## src/rtl/kronos_wb_arbiter_pkg.sv

```systemverilog
// Shared types and constants for the Kronos write-back arbiter and scoreboard.
package kronos_wb_arbiter_pkg;

  // Write-back producers. The enum value doubles as the request/grant bit index.
  typedef enum logic [1:0] {
    WB_EXE = 2'd0,
    WB_LSU = 2'd1,
    WB_CSR = 2'd2
  } wb_src_t;

  localparam int WB_NSRC      = 3;
  localparam int STARVE_CNT_W = 4;
  localparam int REG_AW       = 5;
  localparam int XLEN         = 32;

  // Fixed priority pick: lowest set bit wins, so exe > lsu > csr.
  function automatic logic [WB_NSRC-1:0] first_one(input logic [WB_NSRC-1:0] req);
    logic [WB_NSRC-1:0] pick;
    pick = '0;
    for (int i = WB_NSRC - 1; i >= 0; i--) begin
      if (req[i]) pick = WB_NSRC'(1) << i;
    end
    return pick;
  endfunction

endpackage

```

## src/rtl/kronos_wb_arbiter_if.sv

```systemverilog
// Issue, write-back and register-file write signals of the arbiter.
// The slave modport is the arbiter; master is the surrounding pipeline.
interface kronos_wb_arbiter_if;
  import kronos_wb_arbiter_pkg::*;

  logic              flush;
  logic              issue_vld;
  logic [REG_AW-1:0] issue_rs1;
  logic [REG_AW-1:0] issue_rs2;
  logic [REG_AW-1:0] issue_rd;
  logic              issue_rs1_en;
  logic              issue_rs2_en;
  logic              issue_rd_en;
  logic              issue_ack;
  logic              stall;

  logic              exe_wb_vld;
  logic [REG_AW-1:0] exe_wb_rd;
  logic [XLEN-1:0]   exe_wb_data;
  logic              exe_wb_rdy;
  logic              lsu_wb_vld;
  logic [REG_AW-1:0] lsu_wb_rd;
  logic [XLEN-1:0]   lsu_wb_data;
  logic              lsu_wb_rdy;
  logic              csr_wb_vld;
  logic [REG_AW-1:0] csr_wb_rd;
  logic [XLEN-1:0]   csr_wb_data;
  logic              csr_wb_rdy;

  logic              regwr_en;
  logic [REG_AW-1:0] regwr_sel;
  logic [XLEN-1:0]   regwr_data;

  modport slave (
    input  flush, issue_vld, issue_rs1, issue_rs2, issue_rd,
           issue_rs1_en, issue_rs2_en, issue_rd_en,
           exe_wb_vld, exe_wb_rd, exe_wb_data,
           lsu_wb_vld, lsu_wb_rd, lsu_wb_data,
           csr_wb_vld, csr_wb_rd, csr_wb_data,
    output issue_ack, stall, exe_wb_rdy, lsu_wb_rdy, csr_wb_rdy,
           regwr_en, regwr_sel, regwr_data
  );

  modport master (
    output flush, issue_vld, issue_rs1, issue_rs2, issue_rd,
           issue_rs1_en, issue_rs2_en, issue_rd_en,
           exe_wb_vld, exe_wb_rd, exe_wb_data,
           lsu_wb_vld, lsu_wb_rd, lsu_wb_data,
           csr_wb_vld, csr_wb_rd, csr_wb_data,
    input  issue_ack, stall, exe_wb_rdy, lsu_wb_rdy, csr_wb_rdy,
           regwr_en, regwr_sel, regwr_data
  );

endinterface

```

## src/rtl/kronos_wb_scoreboard.sv

```systemverilog
// Per-register pending-write scoreboard: stalls decode on RAW/WAW hazards
// against any in-flight producer, sets on issue and clears on register write.
module kronos_wb_scoreboard
  import kronos_wb_arbiter_pkg::*;
(
  input  logic              clk,
  input  logic              rstz,
  input  logic              flush,
  input  logic              issue_vld,
  input  logic [REG_AW-1:0] issue_rs1,
  input  logic [REG_AW-1:0] issue_rs2,
  input  logic [REG_AW-1:0] issue_rd,
  input  logic              issue_rs1_en,
  input  logic              issue_rs2_en,
  input  logic              issue_rd_en,
  input  logic              clr_en,
  input  logic [REG_AW-1:0] clr_sel,
  output logic              issue_ack,
  output logic              stall
);

  logic [31:0] pend;
  logic [31:0] pend_nxt;

  // Hazard detect against the current scoreboard; x0 never reads as pending.
  always_comb begin
    stall = issue_vld & ((issue_rs1_en & pend[issue_rs1]) |
                         (issue_rs2_en & pend[issue_rs2]) |
                         (issue_rd_en  & pend[issue_rd]));
    issue_ack = issue_vld & ~stall & ~flush & rstz;
  end

  // Next scoreboard: clear first, then set, so a same-index set wins.
  // NOTE: every variable assigned in always_comb gets a default on entry so no latch is inferred.
  always_comb begin
    pend_nxt = pend;
    if (clr_en) pend_nxt[clr_sel] = 1'b0;
    if (issue_ack && issue_rd_en && (issue_rd != '0)) pend_nxt[issue_rd] = 1'b1;
    pend_nxt[0] = 1'b0;
  end

  // Scoreboard state; reset drops every pending write.
  // NOTE: this is a 32-bit flop vector, not a memory, so clearing it on reset is cheap and required.
  always_ff @(posedge clk) begin
    if (!rstz) pend <= '0;
    else       pend <= pend_nxt;
  end

endmodule

```

## src/rtl/kronos_wb_arbiter.sv

```systemverilog
// Write-back arbiter: shares the single register-file write port between the
// execute, load/store and CSR producers with aged priority, and wraps the
// pending-write scoreboard that gates issue.
module kronos_wb_arbiter
  import kronos_wb_arbiter_pkg::*;
#(
  parameter int STARVE_LIMIT = 4
) (
  input  logic                clk,
  input  logic                rstz,
  kronos_wb_arbiter_if.slave  bus
);

  logic [WB_NSRC-1:0]      req;
  logic [WB_NSRC-1:0]      aged;
  logic [WB_NSRC-1:0]      gnt;
  logic [REG_AW-1:0]       src_rd   [WB_NSRC];
  logic [XLEN-1:0]         src_data [WB_NSRC];
  logic [STARVE_CNT_W-1:0] wait_cnt [WB_NSRC];
  logic [REG_AW-1:0]       gnt_rd;
  logic [XLEN-1:0]         gnt_data;

  assign req                = {bus.csr_wb_vld, bus.lsu_wb_vld, bus.exe_wb_vld};
  assign src_rd[WB_EXE]     = bus.exe_wb_rd;
  assign src_rd[WB_LSU]     = bus.lsu_wb_rd;
  assign src_rd[WB_CSR]     = bus.csr_wb_rd;
  assign src_data[WB_EXE]   = bus.exe_wb_data;
  assign src_data[WB_LSU]   = bus.lsu_wb_data;
  assign src_data[WB_CSR]   = bus.csr_wb_data;

  assign bus.exe_wb_rdy = gnt[WB_EXE];
  assign bus.lsu_wb_rdy = gnt[WB_LSU];
  assign bus.csr_wb_rdy = gnt[WB_CSR];

  // Arbitration: aged requesters outrank unaged ones; no grant during reset.
  always_comb begin
    for (int i = 0; i < WB_NSRC; i++) begin
      aged[i] = req[i] && (wait_cnt[i] == STARVE_CNT_W'(STARVE_LIMIT));
    end
    gnt = '0;
    if (rstz) gnt = (|aged) ? first_one(aged) : first_one(req);
  end

  // Grant mux; the grant is one-hot so at most one source is selected.
  always_comb begin
    gnt_rd   = '0;
    gnt_data = '0;
    for (int i = 0; i < WB_NSRC; i++) begin
      if (gnt[i]) begin
        gnt_rd   = src_rd[i];
        gnt_data = src_data[i];
      end
    end
  end

  // Saturating wait counters: count ungranted valid cycles, clear otherwise.
  // NOTE: sequential state uses non-blocking assignments so every flop samples pre-edge values.
  always_ff @(posedge clk) begin
    for (int i = 0; i < WB_NSRC; i++) begin
      if (!rstz || !req[i] || gnt[i]) wait_cnt[i] <= '0;
      else if (wait_cnt[i] != '1)     wait_cnt[i] <= wait_cnt[i] + 1'b1;
    end
  end

  // Output register: one write per granted transfer, x0 writes are dropped.
  always_ff @(posedge clk) begin
    if (!rstz) begin
      bus.regwr_en   <= 1'b0;
      bus.regwr_sel  <= '0;
      bus.regwr_data <= '0;
    end else if (|gnt) begin
      bus.regwr_en   <= (gnt_rd != '0);
      bus.regwr_sel  <= gnt_rd;
      bus.regwr_data <= gnt_data;
    end else begin
      bus.regwr_en   <= 1'b0;
    end
  end

  kronos_wb_scoreboard u_sb (
    .clk          (clk),
    .rstz         (rstz),
    .flush        (bus.flush),
    .issue_vld    (bus.issue_vld),
    .issue_rs1    (bus.issue_rs1),
    .issue_rs2    (bus.issue_rs2),
    .issue_rd     (bus.issue_rd),
    .issue_rs1_en (bus.issue_rs1_en),
    .issue_rs2_en (bus.issue_rs2_en),
    .issue_rd_en  (bus.issue_rd_en),
    .clr_en       (bus.regwr_en),
    .clr_sel      (bus.regwr_sel),
    .issue_ack    (bus.issue_ack),
    .stall        (bus.stall)
  );

endmodule

```

## src/flat_wrapper.sv

```systemverilog
// flat-port wrapper written by rule: the top's interface ports become plain ports
module kronos_wb_arbiter_flat import kronos_wb_arbiter_pkg::*;
#(
  parameter int STARVE_LIMIT = 4
)
  (clk, rstz, bus_flush, bus_issue_vld, bus_issue_rs1, bus_issue_rs2, bus_issue_rd, bus_issue_rs1_en, bus_issue_rs2_en, bus_issue_rd_en, bus_exe_wb_vld, bus_exe_wb_rd, bus_exe_wb_data, bus_lsu_wb_vld, bus_lsu_wb_rd, bus_lsu_wb_data, bus_csr_wb_vld, bus_csr_wb_rd, bus_csr_wb_data, bus_issue_ack, bus_stall, bus_exe_wb_rdy, bus_lsu_wb_rdy, bus_csr_wb_rdy, bus_regwr_en, bus_regwr_sel, bus_regwr_data);
  kronos_wb_arbiter_if bus_i ();
  input  logic clk;
  input  logic rstz;
  input wire logic [$bits(bus_i.flush)-1:0] bus_flush;
  input wire logic [$bits(bus_i.issue_vld)-1:0] bus_issue_vld;
  input wire logic [$bits(bus_i.issue_rs1)-1:0] bus_issue_rs1;
  input wire logic [$bits(bus_i.issue_rs2)-1:0] bus_issue_rs2;
  input wire logic [$bits(bus_i.issue_rd)-1:0] bus_issue_rd;
  input wire logic [$bits(bus_i.issue_rs1_en)-1:0] bus_issue_rs1_en;
  input wire logic [$bits(bus_i.issue_rs2_en)-1:0] bus_issue_rs2_en;
  input wire logic [$bits(bus_i.issue_rd_en)-1:0] bus_issue_rd_en;
  input wire logic [$bits(bus_i.exe_wb_vld)-1:0] bus_exe_wb_vld;
  input wire logic [$bits(bus_i.exe_wb_rd)-1:0] bus_exe_wb_rd;
  input wire logic [$bits(bus_i.exe_wb_data)-1:0] bus_exe_wb_data;
  input wire logic [$bits(bus_i.lsu_wb_vld)-1:0] bus_lsu_wb_vld;
  input wire logic [$bits(bus_i.lsu_wb_rd)-1:0] bus_lsu_wb_rd;
  input wire logic [$bits(bus_i.lsu_wb_data)-1:0] bus_lsu_wb_data;
  input wire logic [$bits(bus_i.csr_wb_vld)-1:0] bus_csr_wb_vld;
  input wire logic [$bits(bus_i.csr_wb_rd)-1:0] bus_csr_wb_rd;
  input wire logic [$bits(bus_i.csr_wb_data)-1:0] bus_csr_wb_data;
  output wire logic [$bits(bus_i.issue_ack)-1:0] bus_issue_ack;
  output wire logic [$bits(bus_i.stall)-1:0] bus_stall;
  output wire logic [$bits(bus_i.exe_wb_rdy)-1:0] bus_exe_wb_rdy;
  output wire logic [$bits(bus_i.lsu_wb_rdy)-1:0] bus_lsu_wb_rdy;
  output wire logic [$bits(bus_i.csr_wb_rdy)-1:0] bus_csr_wb_rdy;
  output wire logic [$bits(bus_i.regwr_en)-1:0] bus_regwr_en;
  output wire logic [$bits(bus_i.regwr_sel)-1:0] bus_regwr_sel;
  output wire logic [$bits(bus_i.regwr_data)-1:0] bus_regwr_data;
  assign bus_i.flush = bus_flush;
  assign bus_i.issue_vld = bus_issue_vld;
  assign bus_i.issue_rs1 = bus_issue_rs1;
  assign bus_i.issue_rs2 = bus_issue_rs2;
  assign bus_i.issue_rd = bus_issue_rd;
  assign bus_i.issue_rs1_en = bus_issue_rs1_en;
  assign bus_i.issue_rs2_en = bus_issue_rs2_en;
  assign bus_i.issue_rd_en = bus_issue_rd_en;
  assign bus_i.exe_wb_vld = bus_exe_wb_vld;
  assign bus_i.exe_wb_rd = bus_exe_wb_rd;
  assign bus_i.exe_wb_data = bus_exe_wb_data;
  assign bus_i.lsu_wb_vld = bus_lsu_wb_vld;
  assign bus_i.lsu_wb_rd = bus_lsu_wb_rd;
  assign bus_i.lsu_wb_data = bus_lsu_wb_data;
  assign bus_i.csr_wb_vld = bus_csr_wb_vld;
  assign bus_i.csr_wb_rd = bus_csr_wb_rd;
  assign bus_i.csr_wb_data = bus_csr_wb_data;
  assign bus_issue_ack = bus_i.issue_ack;
  assign bus_stall = bus_i.stall;
  assign bus_exe_wb_rdy = bus_i.exe_wb_rdy;
  assign bus_lsu_wb_rdy = bus_i.lsu_wb_rdy;
  assign bus_csr_wb_rdy = bus_i.csr_wb_rdy;
  assign bus_regwr_en = bus_i.regwr_en;
  assign bus_regwr_sel = bus_i.regwr_sel;
  assign bus_regwr_data = bus_i.regwr_data;
  kronos_wb_arbiter #(.STARVE_LIMIT(STARVE_LIMIT)) u_core (.clk(clk), .rstz(rstz), .bus(bus_i));
endmodule
```

## config.mk

```make
export PLATFORM = sky130hd
export DESIGN_NAME = kronos_wb_arbiter_flat
export DESIGN_NICKNAME = d
export VERILOG_FILES = /design/src/rtl/kronos_wb_arbiter_pkg.sv /design/src/rtl/kronos_wb_arbiter_if.sv /design/src/rtl/kronos_wb_scoreboard.sv /design/src/rtl/kronos_wb_arbiter.sv /design/src/flat_wrapper.sv
export SDC_FILE = /design/constraint.sdc
export NUM_CORES = 1
export LEC_CHECK = 0
export BUFFER_PORTS_ARGS = -buffer_cell sky130_fd_sc_hd__buf_4
export CORE_UTILIZATION = 51
export CTS_BUF_LIST = sky130_fd_sc_hd__clkbuf_16
export CTS_CLUSTER_SIZE = 28
export DETAILED_ROUTE_END_ITERATION = 6
export PLACE_DENSITY = 0.81
export SLEW_MARGIN = 20
export SYNTH_ARGS = -nofsm -noshare
export SYNTH_HDL_FRONTEND = slang
export SYNTH_SLANG_ARGS = --single-unit
```

## constraint.sdc

```tcl
create_clock -name clk -period 2.6 [get_ports clk]
set_input_delay 0.13 -clock clk [delete_from_list [all_inputs] [get_ports clk]]
set_output_delay 0.13 -clock clk [all_outputs]
set_load 0.05 [all_outputs]
```

# Word level (Yosys, flattened, before mapping)

Memory sizes are Yosys's and may differ from the RTL's.
Index checks and enable logic that the tools add are counted.
Widths: inputs -> output; s select.

Register bits after elaboration: 70
Output and inout bits: 43
Word-level logic and storage cells: 104
Input port bits: 136
Memories: 1
Bits in writable memories: 12

$lt $le $gt $ge: 6
Reduce and logical (&&, ||, !) cells: 22
Bitwise logic cells: 17
$add $sub $neg: 3
Muxes and demuxes: 44
Equality and inequality tests: 6

Memory list:

| name            | words | width | read ports | clocked after Yosys merged registers in | write ports | RTL line                | RTL |
|---|---|---|---|---|---|---|---|
| u_core.wait_cnt | 3     | 4     | 3          | 0                                       | 3           | kronos_wb_arbiter.sv:19 | `logic [STARVE_CNT_W-1:0] wait_cnt [WB_NSRC];` |

Operator list:

| kind                | number |
|---|---|
| $mux 32             | 5 |
| $and 32x32->32      | 1 |
| $not 32->32         | 1 |
| $or 32x32->32       | 1 |
| $lt 5x6->1 const B  | 4 |
| $mux 3              | 8 |
| $mux 1              | 20 |
| $bmux 1 s5          | 3 |
| $mux 5              | 3 |
| $add 4x1->4 const B | 3 |
| $eq 4x3->1 const B  | 3 |
| $mux 4              | 3 |
| $ne 4x4->1 const B  | 3 |
| $demux 1 s5         | 2 |
| $ge 5x1->1 const B  | 2 |
| $reduce_bool 5->1   | 2 |
| $and 1x1->1         | 7 |
| $logic_and 1x1->1   | 7 |
| $logic_or 1x1->1    | 6 |
| $reduce_or 3->1     | 2 |
| $or 1x1->1          | 5 |
| $logic_not 1->1     | 4 |
| $not 1->1           | 2 |
| $reduce_and 2->1    | 1 |

# Logic depth before layout (Yosys ltp)

Gate-level depths: netlist of run 1.

Depth in word-level cells: 13
Depth in mapped cells: 10
Depth with buffers taken out: 8

# Modules after synthesis

A second synthesis of run 1 with hierarchy kept.

Cells, all modules: 506
Area total of the unflattened synthesis: 5068.6 sq um

Modules (own cells, without submodules):

| module               | seq. area each (sq um) | area an instance (sq um) | times used | cells each |
|---|---|---|---|---|
| kronos_wb_scoreboard | 620.6                  | 2580.0                   | 1          | 253 |
| kronos_wb_arbiter    | 1121.1                 | 2488.6                   | 1          | 253 |

# Least setup slack after synthesis of run 1

OpenSTA, ideal clock, no wires.

Kind: register -> output
Start: reg u_core.u_sb.pend[19]
End: out bus_issue_ack
Stages on the path, launching flop included: 6
Data required time: 2.470 ns
Arrival: 3.001 ns
Buffers on the path: 0
Setup slack: -0.531 ns
Cells stage by stage: dfxtp_1 mux4_2 or3b_1 a31oi_4 a2111oi_4 nor4_1

Cells in the longest elaborated chain, start to end: 10
Elaborated cells between the ends (all ways): 16
Classes of those cells: mux (6); bitwise (10)

Ends and longest elaborated chain:

| item                                  | RTL line                                               | RTL |
|---|---|---|
| start, declared                       | kronos_wb_scoreboard.sv:22                             | `logic [31:0] pend;` |
| start signal, assigned                | kronos_wb_scoreboard.sv:46                             | `else pend <= pend_nxt;` |
| $bmux 1 s5, on equally long branches  | kronos_wb_scoreboard.sv:27, kronos_wb_scoreboard.sv:28 |  |
| $mux 1, on equally long branches      | kronos_wb_scoreboard.sv:27, kronos_wb_scoreboard.sv:28 |  |
| $and 1x1->1, on equally long branches | kronos_wb_scoreboard.sv:27, kronos_wb_scoreboard.sv:28 |  |
| $or 1x1->1                            | kronos_wb_scoreboard.sv:27                             | `stall = issue_vld & ((issue_rs1_en & pend[issue_rs1]) \|` |
| $or 1x1->1 (*)                        | kronos_wb_scoreboard.sv:28                             | `(issue_rs2_en & pend[issue_rs2]) \|` |
| $and 1x1->1 (*)                       | kronos_wb_scoreboard.sv:27                             |  |
| $not 1->1 (*)                         | kronos_wb_scoreboard.sv:30                             | `issue_ack = issue_vld & ~stall & ~flush & rstz;` |
| $and 1x1->1 (*) (3 in series)         | kronos_wb_scoreboard.sv:30                             |  |
| end, declared                         | flat_wrapper.sv:27                                     | `output wire logic [$bits(bus_i.issue_ack)-1:0] bus_issue_ack;` |

Every way passes the cells marked *; elsewhere a longest branch is shown, timed or not. The select of a mux whose other input is x is not followed.

# Worst setup path after layout of run 1

Start: reg u_core.u_sb.pend[18]
End: out bus_stall

Cells in the longest elaborated chain, start to end: 6
Elaborated cells between the ends (all ways): 12
Classes of those cells: mux (6); bitwise (6)

Ends and longest elaborated chain:

| item                                  | RTL line                                               | RTL |
|---|---|---|
| $bmux 1 s5, on equally long branches  | kronos_wb_scoreboard.sv:27, kronos_wb_scoreboard.sv:28 |  |
| $mux 1, on equally long branches      | kronos_wb_scoreboard.sv:27, kronos_wb_scoreboard.sv:28 |  |
| $and 1x1->1, on equally long branches | kronos_wb_scoreboard.sv:27, kronos_wb_scoreboard.sv:28 |  |
| $or 1x1->1                            | kronos_wb_scoreboard.sv:27                             |  |
| $or 1x1->1 (*)                        | kronos_wb_scoreboard.sv:28                             |  |
| $and 1x1->1 (*)                       | kronos_wb_scoreboard.sv:27                             |  |
| end, declared                         | flat_wrapper.sv:28                                     | `output wire logic [$bits(bus_i.stall)-1:0] bus_stall;` |

Marked as above.

==> flow_metrics.py, run 1 <==
metrics = {
    "die": {
        "die_h_um": 103,
        "die-area_mm2": 0.0106,
        "num_rows": 36,
        "core_area_mm2": 0.00982,
        "initial_core_util_pct": 53.0,
        "fp.dieW_um": 103,
        "io-pin-count": 179,
    },
    "pwr": {
        "ir_worst_vdd_uv": 436,
        "p_leak_nw": 2.78,
        "p_total_mw": 3.32,
        "pwr_density_cell_mw_per_mm2": 483,
    },
    "timing": {
        "slew_violations": 0,
        "worst_slack_ns": 0.0501,
        "rsz0062_at_grt": "no",
        "finClkSkew_ns": 0.00799,
        "max-slew-margin-rel_pct": 47.4,
        "min_period_ns": 2.55,
        "hold_slack_ns": 0.0778,
        "setup_tns_ns": 0,
        "timing.fmax_mhz": 392,
        "finalHoldViolCount": 0,
        "worstMarginPinSlew_ns": 0.779,
        "setup_violations": 0,
        "post-route-period-util_pct": 98.1,
    },
    "final_layout": {
        "drive_above_1_share_pct": 38.3,
        "area_growth_pct": 31.8,
        "multi_input_area_mm2": 0.00312,
        "final_nets": 836,
        "fin_area_mm2": 0.00686,
        "nFillCells": 762,
        "n_antenna_cell": 0,
        "seq_area_mm2": 0.00174,
    },
    "synth": {
        "ys_seq_area_share_pct": 33.5,
        "synth_warnings": 0,
        "ys_ff_latch": 81,
        "ys_types": 66,
        "syn_inst": 543,
        "synthArstFlopShare_pct": 0,
        "synth_edf_count": 12,
        "syn-mean-instance-area_um2": 9.58,
        "yosys_most_used_dff": "dfxtp_1",
        "synth_area_mm2": 0.00520,
        "synth_nets": 685,
    },
    "global_routing": {
        "grt_pass1_vias": 5136,
        "antenna_found_initial": 0,
        "grt_max_degree": 39,
        "grt-ovfl-total": 0,
        "grt_pass1_wl_um": 25900,
        "grtUsageTotal_pct": 31.6,
    },
    "clock_network": {
        "htreeDepth": 3,
        "cts_tree": "built",
        "clkTransAtPathRegs_ns": 0.06,
        "numCtsBuffers": 9,
        "root_buffer": "clkbuf_16",
        "holdBufCountCts": 0,
        "clkSinkCount": 81,
        "clk_path_buf_depth": 2,
        "clock_insertion_delay_worst_skew_ns": 0.33,
    },
    "placement": {
        "port_buffers": 178,
        "gp_congestion": 0.866,
        "place_ws_ns": 0.190,
        "placed_area_mm2": 0.00655,
        "hpwl_um": 12600,
    },
    "critical_path": {
        "path_cells": "mux4_2 -> or3b_4 -> a31oi_4 -> a2111oi_4 -> o41a_1 -> buf_6",
        "worstSetupEndpointType": "output pin",
        "crit_type": "reg -> out",
        "timing.critical_path.slowest_cell_delay_ns": 0.47,
        "cp_max_fo": 4,
        "arrival_ns": 2.42,
        "cp_slowest_cell": "mux4_2",
        "startpoint_type": "flip-flop",
        "worstPathRequired_ns": 2.47,
    },
    "detailed_routing": {
        "num_vias": 5576,
        "detail-route-antenna-nets": 0,
        "wl_um": 17100,
        "first_iter_violations": 559,
        "wl_per_cell_um": 20.6,
        "drc": 0,
        "viasPerCell": 6.71,
        "dr.pass1.iters": 6,
    },
    "status": {
        "status": "completed",
    },
    "min_path": {
        "hold_path.class": "in -> reg",
    },
    "flow_run": {
        "max_cap_violations": 0,
    },
}
[metrics by stage]
stage | instances | utilization, %
after CTS | 830 | 69.5
after global routing | 831 | 69.9
after detailed placement | 815 | 66.7
final | 831 | 69.9
after global placement | 815 | 66.7
after floorplan | 543 | -
[layout by cell type, fill, tap and decap left out, types with 3 or more instances in the layout]
cell / n
a21oi_1: 39
a222oi_1: 37
a311oi_1: 3
and3_1: 5
and3b_1: 3
buf_4: 195
clkbuf_16: 10
dfxtp_1: 69
edfxtp_1: 12
ha_1: 6
inv_1: 17
mux2i_1: 16
mux4_1: 3
mux4_2: 9
nand2_1: 21
nand3_1: 48
nand3b_1: 8
nand4_1: 33
nor2_1: 18
nor2b_1: 6
nor3_1: 9
nor4_1: 7
nor4b_1: 4
o211ai_1: 32
o31ai_2: 30
xnor2_1: 3
xor2_1: 3
[registers in the layout, indices dropped and copies added (netlist names)]
signal	flops
u_core.wait_cnt	12
u_core.bus.regwr_sel	5
u_core.bus.regwr_data	32
u_core.bus.regwr_en	1
u_core.u_sb.pend	31
[final timing paths]
path	start	end	slack [ns]	cells past startpoint
min reg2reg	u_core.bus.regwr_data[5]$_SDFFE_PN0N_	u_core.bus.regwr_data[5]$_SDFFE_PN0N_	0.47	2
max reg2reg	u_core.wait_cnt[2][0]$_SDFFCE_PN0P_	u_core.bus.regwr_data[20]$_SDFFE_PN0N_	0.18	9
max	u_core.u_sb.pend[18]$_SDFF_PN0_	bus_stall	0.05	6
min	bus_csr_wb_data[25]	u_core.bus.regwr_data[25]$_SDFFE_PN0N_	0.08	3
[report_power, final]
part	internal (mW)	total (mW)	switching, mW
registers	1.32	1.36	0.0399
clock network	0.686	1.17	0.486
logic	0.311	0.788	0.477
total	2.31	3.32	1.00
[worst max-delay path, delay by kind of cell (launching register included)]
kind	cells	cell delay (ns)
DFF	1	0.35
AOI/OAI and AO/OA	3	0.72
buffers and inverters	1	0.16
and+or+nand+nor	1	0.39
muxes	1	0.47
[repair_timing]
action,4_1_cts,5_1_grt
endpoints found under the setup margin,0,21
gates resized for setup,0,6
setup buffers,0,1
[cell families after synthesis]
logic type,count (synthesis),share of synthesized area (%)
AOI/OAI and AO/OA,164,27.9
xor gates and xnor gates,6,1.01
and+or+nand+nor,181,19.6
muxes,32,9.43
buffers and inverters,73,7.17
adders and majority gates,6,1.44
DFF,81,33.5
[per-layer routing]
metal	part of all wire [%]	vias to the layer above	track usage [%]
li1	-	2514	-
met1	39	2719	39.9
met2	50	309	52.5
met3	8.4	34	5.69
met4	2.8	0	15.0
met5	0	-	0
[area by class of cell]
type,count,area share (%)
Multi-Input combinational cell,389,45.5
Sequential cell,81,25.4
Timing Repair Buffer,197,21.8
Clock buffer,10,3.65
Tap cell,133,2.43
Inverter,16,0.876
Clock inverter,5,0.310
[synthesized netlist by cell type, types with 9 or more instances]
library cell,n,area (µm²)
o211ai_1,32,240
edfxtp_1,12,360
nand4_1,33,206
mux2i_1,16,160
a21oi_1,39,195
mux4_2,9,203
a222oi_1,37,370
buf_6,11,124
dfxtp_1,69,1380
inv_1,16,60.1
nand3_1,48,240
o31ai_2,30,375
nor3_1,9,45.0
nand2_1,21,78.8
nor2_1,20,75.1
clkbuf_1,34,128
Note: power is estimated with default switching activity, not from simulation.
==> run 2, diff against run 1 <==
--- a/config.mk
+++ b/config.mk
@@ -5,6 +5,7 @@
 export SDC_FILE = /design/constraint.sdc
 export NUM_CORES = 1
 export LEC_CHECK = 0
+export ABC_AREA = 1
 export BUFFER_PORTS_ARGS = -buffer_cell sky130_fd_sc_hd__buf_4
 export CORE_UTILIZATION = 51
 export CTS_BUF_LIST = sky130_fd_sc_hd__clkbuf_16
==> run 2 against run 1 <==
  * Sequential power hardly changed
  * Routed wire length decreased by 3.6%
  * Power increased by 3.4%
  * Global-route usage down 0.80 points
  * Utilization is 0.11 points lower
  * Sequential share of layout area about the same
  * Synthesized area rose by 0.19%
  * Worst hold slack got worse by 0.016 ns
  * Highest routed layer unchanged
==> flow_metrics.py, run 2 <==
metrics = {
    "placement": {
        "dp_cells": 1082,
        "gp_congestion": 0.922,
        "port_buffers": 178,
        "hpwl_um": 12300,
        "place_ws_ns": 0.379,
    },
    "final_layout": {
        "largest_register_ffs": 32,
        "n_antenna_cell": 0,
        "nFillCells": 889,
        "reg_top3": "u_core.bus.regwr_data (32), u_core.u_sb.pend (31), u_core.wait_cnt (12)",
        "fin_cells": 1097,
        "regMostFlops": "u_core.bus.regwr_data",
        "final_nets": 1102,
        "area_growth_pct": 31.4,
        "layout_commonest_cell": "nand2_1",
        "final_cell_mix": "nand2_1, buf_4, nor2_1",
        "drive_above_1_share_pct": 23.1,
    },
    "critical_path": {
        "worstSetupEndpointType": "output pin",
        "timing.critical_path.slowest_cell_delay_ns": 0.43,
        "r2r_end": "u_core.bus.regwr_data[7]$_SDFFE_PN0N_",
        "arrival_ns": 2.30,
        "path_cells": "inv_1 -> ha_1 -> nand4_1 -> nand2_1 -> nor2_1 -> o21ai_0 -> nand2_1 -> inv_2 -> buf_12 -> buf_4",
        "r2r_cells": 11,
        "cpMostUsedCell": "nand2_1",
        "cp_max_fo": 22,
        "crit_type": "reg -> out",
        "cp.buffers_inverters": 4,
        "rrSetupSlack_ns": 0.36,
        "r2r-start": "u_core.wait_cnt[0][0]$_SDFFCE_PN0P_",
        "cp_slowest_cell": "edfxtp_1",
        "worstPathRequired_ns": 2.47,
        "crit_family": "buffers and inverters",
        "startpoint_type": "flip-flop",
    },
    "pwr": {
        "ir_worst_vdd_uv": 338,
        "pwr_density_cell_mw_per_mm2": 500,
        "p_leak_nw": 2.87,
    },
    "synth": {
        "ys_seq_area_share_pct": 33.4,
        "syn-mean-instance-area_um2": 6.48,
        "synth_edf_count": 12,
        "synth_top_cell_area_share_pct": 26.5,
        "synth_nets": 947,
        "synth_area_mm2": 0.00521,
        "synth_warnings": 0,
        "syn_inst": 805,
        "ys_ff_latch": 81,
        "yosys.area.top_type": "dfxtp_1",
        "synth_most_common_cell": "nand2_1",
        "yosys-top-cells-area": "dfxtp_1, nand2_1, edfxtp_1",
        "synth_common_cells": "nand2_1, nor2_1, dfxtp_1",
        "yosys_most_used_dff": "dfxtp_1",
        "synthArstFlopShare_pct": 0,
        "ys_types": 33,
    },
    "timing": {
        "worst_slack_ns": 0.175,
        "worstMarginPinSlew_ns": 0.490,
        "post-route-period-util_pct": 93.3,
        "slew_violations": 0,
        "hold_slack_ns": 0.0620,
        "finalHoldViolCount": 0,
        "rsz0062_at_grt": "no",
        "finClkSkew_ns": 0.00900,
        "timing.fmax_mhz": 412,
        "min_period_ns": 2.43,
        "setup_violations": 0,
        "max-slew-margin-rel_pct": 67.3,
        "setup_tns_ns": 0,
    },
    "clock_network": {
        "clk_path_buf_depth": 2,
        "post_cts_buffers": 0,
        "clkSinkCount": 81,
        "cts_tree": "built",
        "cts.repair.resized": 0,
        "root_buffer": "clkbuf_16",
        "holdBufCountCts": 0,
        "htreeDepth": 3,
        "clkTransAtPathRegs_ns": 0.06,
        "numCtsBuffers": 9,
        "clock_insertion_delay_worst_skew_ns": 0.33,
    },
    "die": {
        "initial_core_util_pct": 53.1,
        "num_rows": 36,
        "die-area_mm2": 0.0106,
        "die_h_um": 103,
        "core_area_mm2": 0.00982,
        "io-pin-count": 179,
        "fp.dieW_um": 103,
    },
    "flow_run": {
        "max_cap_violations": 0,
    },
    "min_path": {
        "holdPathStages": 3,
        "holdPathEnd": "u_core.bus.regwr_en$_SDFF_PN0_",
        "hp-start": "bus_csr_wb_rd[4]",
        "hold_path.class": "in -> reg",
    },
    "detailed_routing": {
        "detail-route-antenna-nets": 0,
        "wl_um": 16500,
        "first_iter_violations": 317,
        "dr.pass1.iters": 5,
        "drc": 0,
        "num_vias": 5989,
        "viasPerCell": 5.46,
        "wl_per_cell_um": 15.0,
    },
    "status": {
        "status": "completed",
    },
    "global_routing": {
        "antenna_found_initial": 0,
        "met3_usage_pct": 6.37,
        "grt_max_degree": 39,
        "grtUsageTotal_pct": 30.8,
        "grt-ovfl-total": 0,
        "use_met2_pct": 52.8,
        "grt_pass1_wl_um": 25500,
        "use_met1_pct": 38.9,
        "grt_pass1_vias": 5432,
        "top_usage_layer": "met2",
    },
}
[run 2: worst max path at each step]
stage                                        start                                    end  cells past startpoint
2_1_floorplan      u_core.u_sb.pend[25]$_SDFF_PN0_                          bus_issue_ack                      7
3_3_place_gp   u_core.wait_cnt[0][0]$_SDFFCE_PN0P_  u_core.bus.regwr_data[7]$_SDFFE_PN0N_                     11
3_5_place_dp   u_core.wait_cnt[0][0]$_SDFFCE_PN0P_  u_core.bus.regwr_data[7]$_SDFFE_PN0N_                     11
6_report       u_core.wait_cnt[0][0]$_SDFFCE_PN0P_                         bus_lsu_wb_rdy                     10
5_1_grt        u_core.wait_cnt[0][0]$_SDFFCE_PN0P_                         bus_lsu_wb_rdy                     10
4_1_cts        u_core.wait_cnt[0][0]$_SDFFCE_PN0P_                         bus_exe_wb_rdy                      9
[run 2: through the flow]
stage               util (%)  area [µm²]  power (mW)
floorplan                  -        5210        1.88
global placement        66.8        6560        2.21
detailed placement      66.8        6560        2.21
CTS                     69.7        6850        3.43
global route            69.7        6850        3.57
finish                  69.7        6850        3.43
[run 2: kinds of logic (layout without fill, tap and decap cells)]
kind of cell	Yosys count	after routing	share of synthesized area (%)
XOR/XNOR	6	6	1.01
AO/OA/AOI/OAI	172	172	19.0
flip-flops	81	81	33.4
AND/OR/NAND/NOR	419	419	34.5
buffers and inverters	121	280	10.6
adder cells (fa/ha/maj)	6	6	1.44
[run 2: layout make-up]
type                            instances  area (µm²)  area share (%)
Clock buffer                            9         225            3.29
Sequential cell                        81        1740            25.4
Multi-Input combinational cell        603        2920            42.6
Inverter                               78         295            4.31
Tap cell                              133         166            2.43
Timing Repair Buffer                  187        1440            21.0
Clock inverter                          6        58.8           0.859
[run 2: layer usage]
layer	wire length, µm	vias up
met5	0	-
met4	227	0
met3	1200	20
met2	8210	241
met1	6840	2698
li1	-	3030
[run 2: worst reg2reg max path, cell delays in order, from the launching register on]
cell and delay (ns):
edfxtp_1 0.43, inv_1 0.08, ha_1 0.16, nand4_1 0.13, nand2_1 0.14, nor2_1 0.06
o31ai_1 0.08, nand2_2 0.14, inv_2 0.33, buf_4 0.30, nand2_1 0.08, a41oi_1 0.22
[run 2: power breakdown]
part	switching (mW)	internal (mW)	total, mW
clock network	0.497	0.734	1.23
registers	0.0386	1.32	1.36
logic	0.530	0.303	0.833
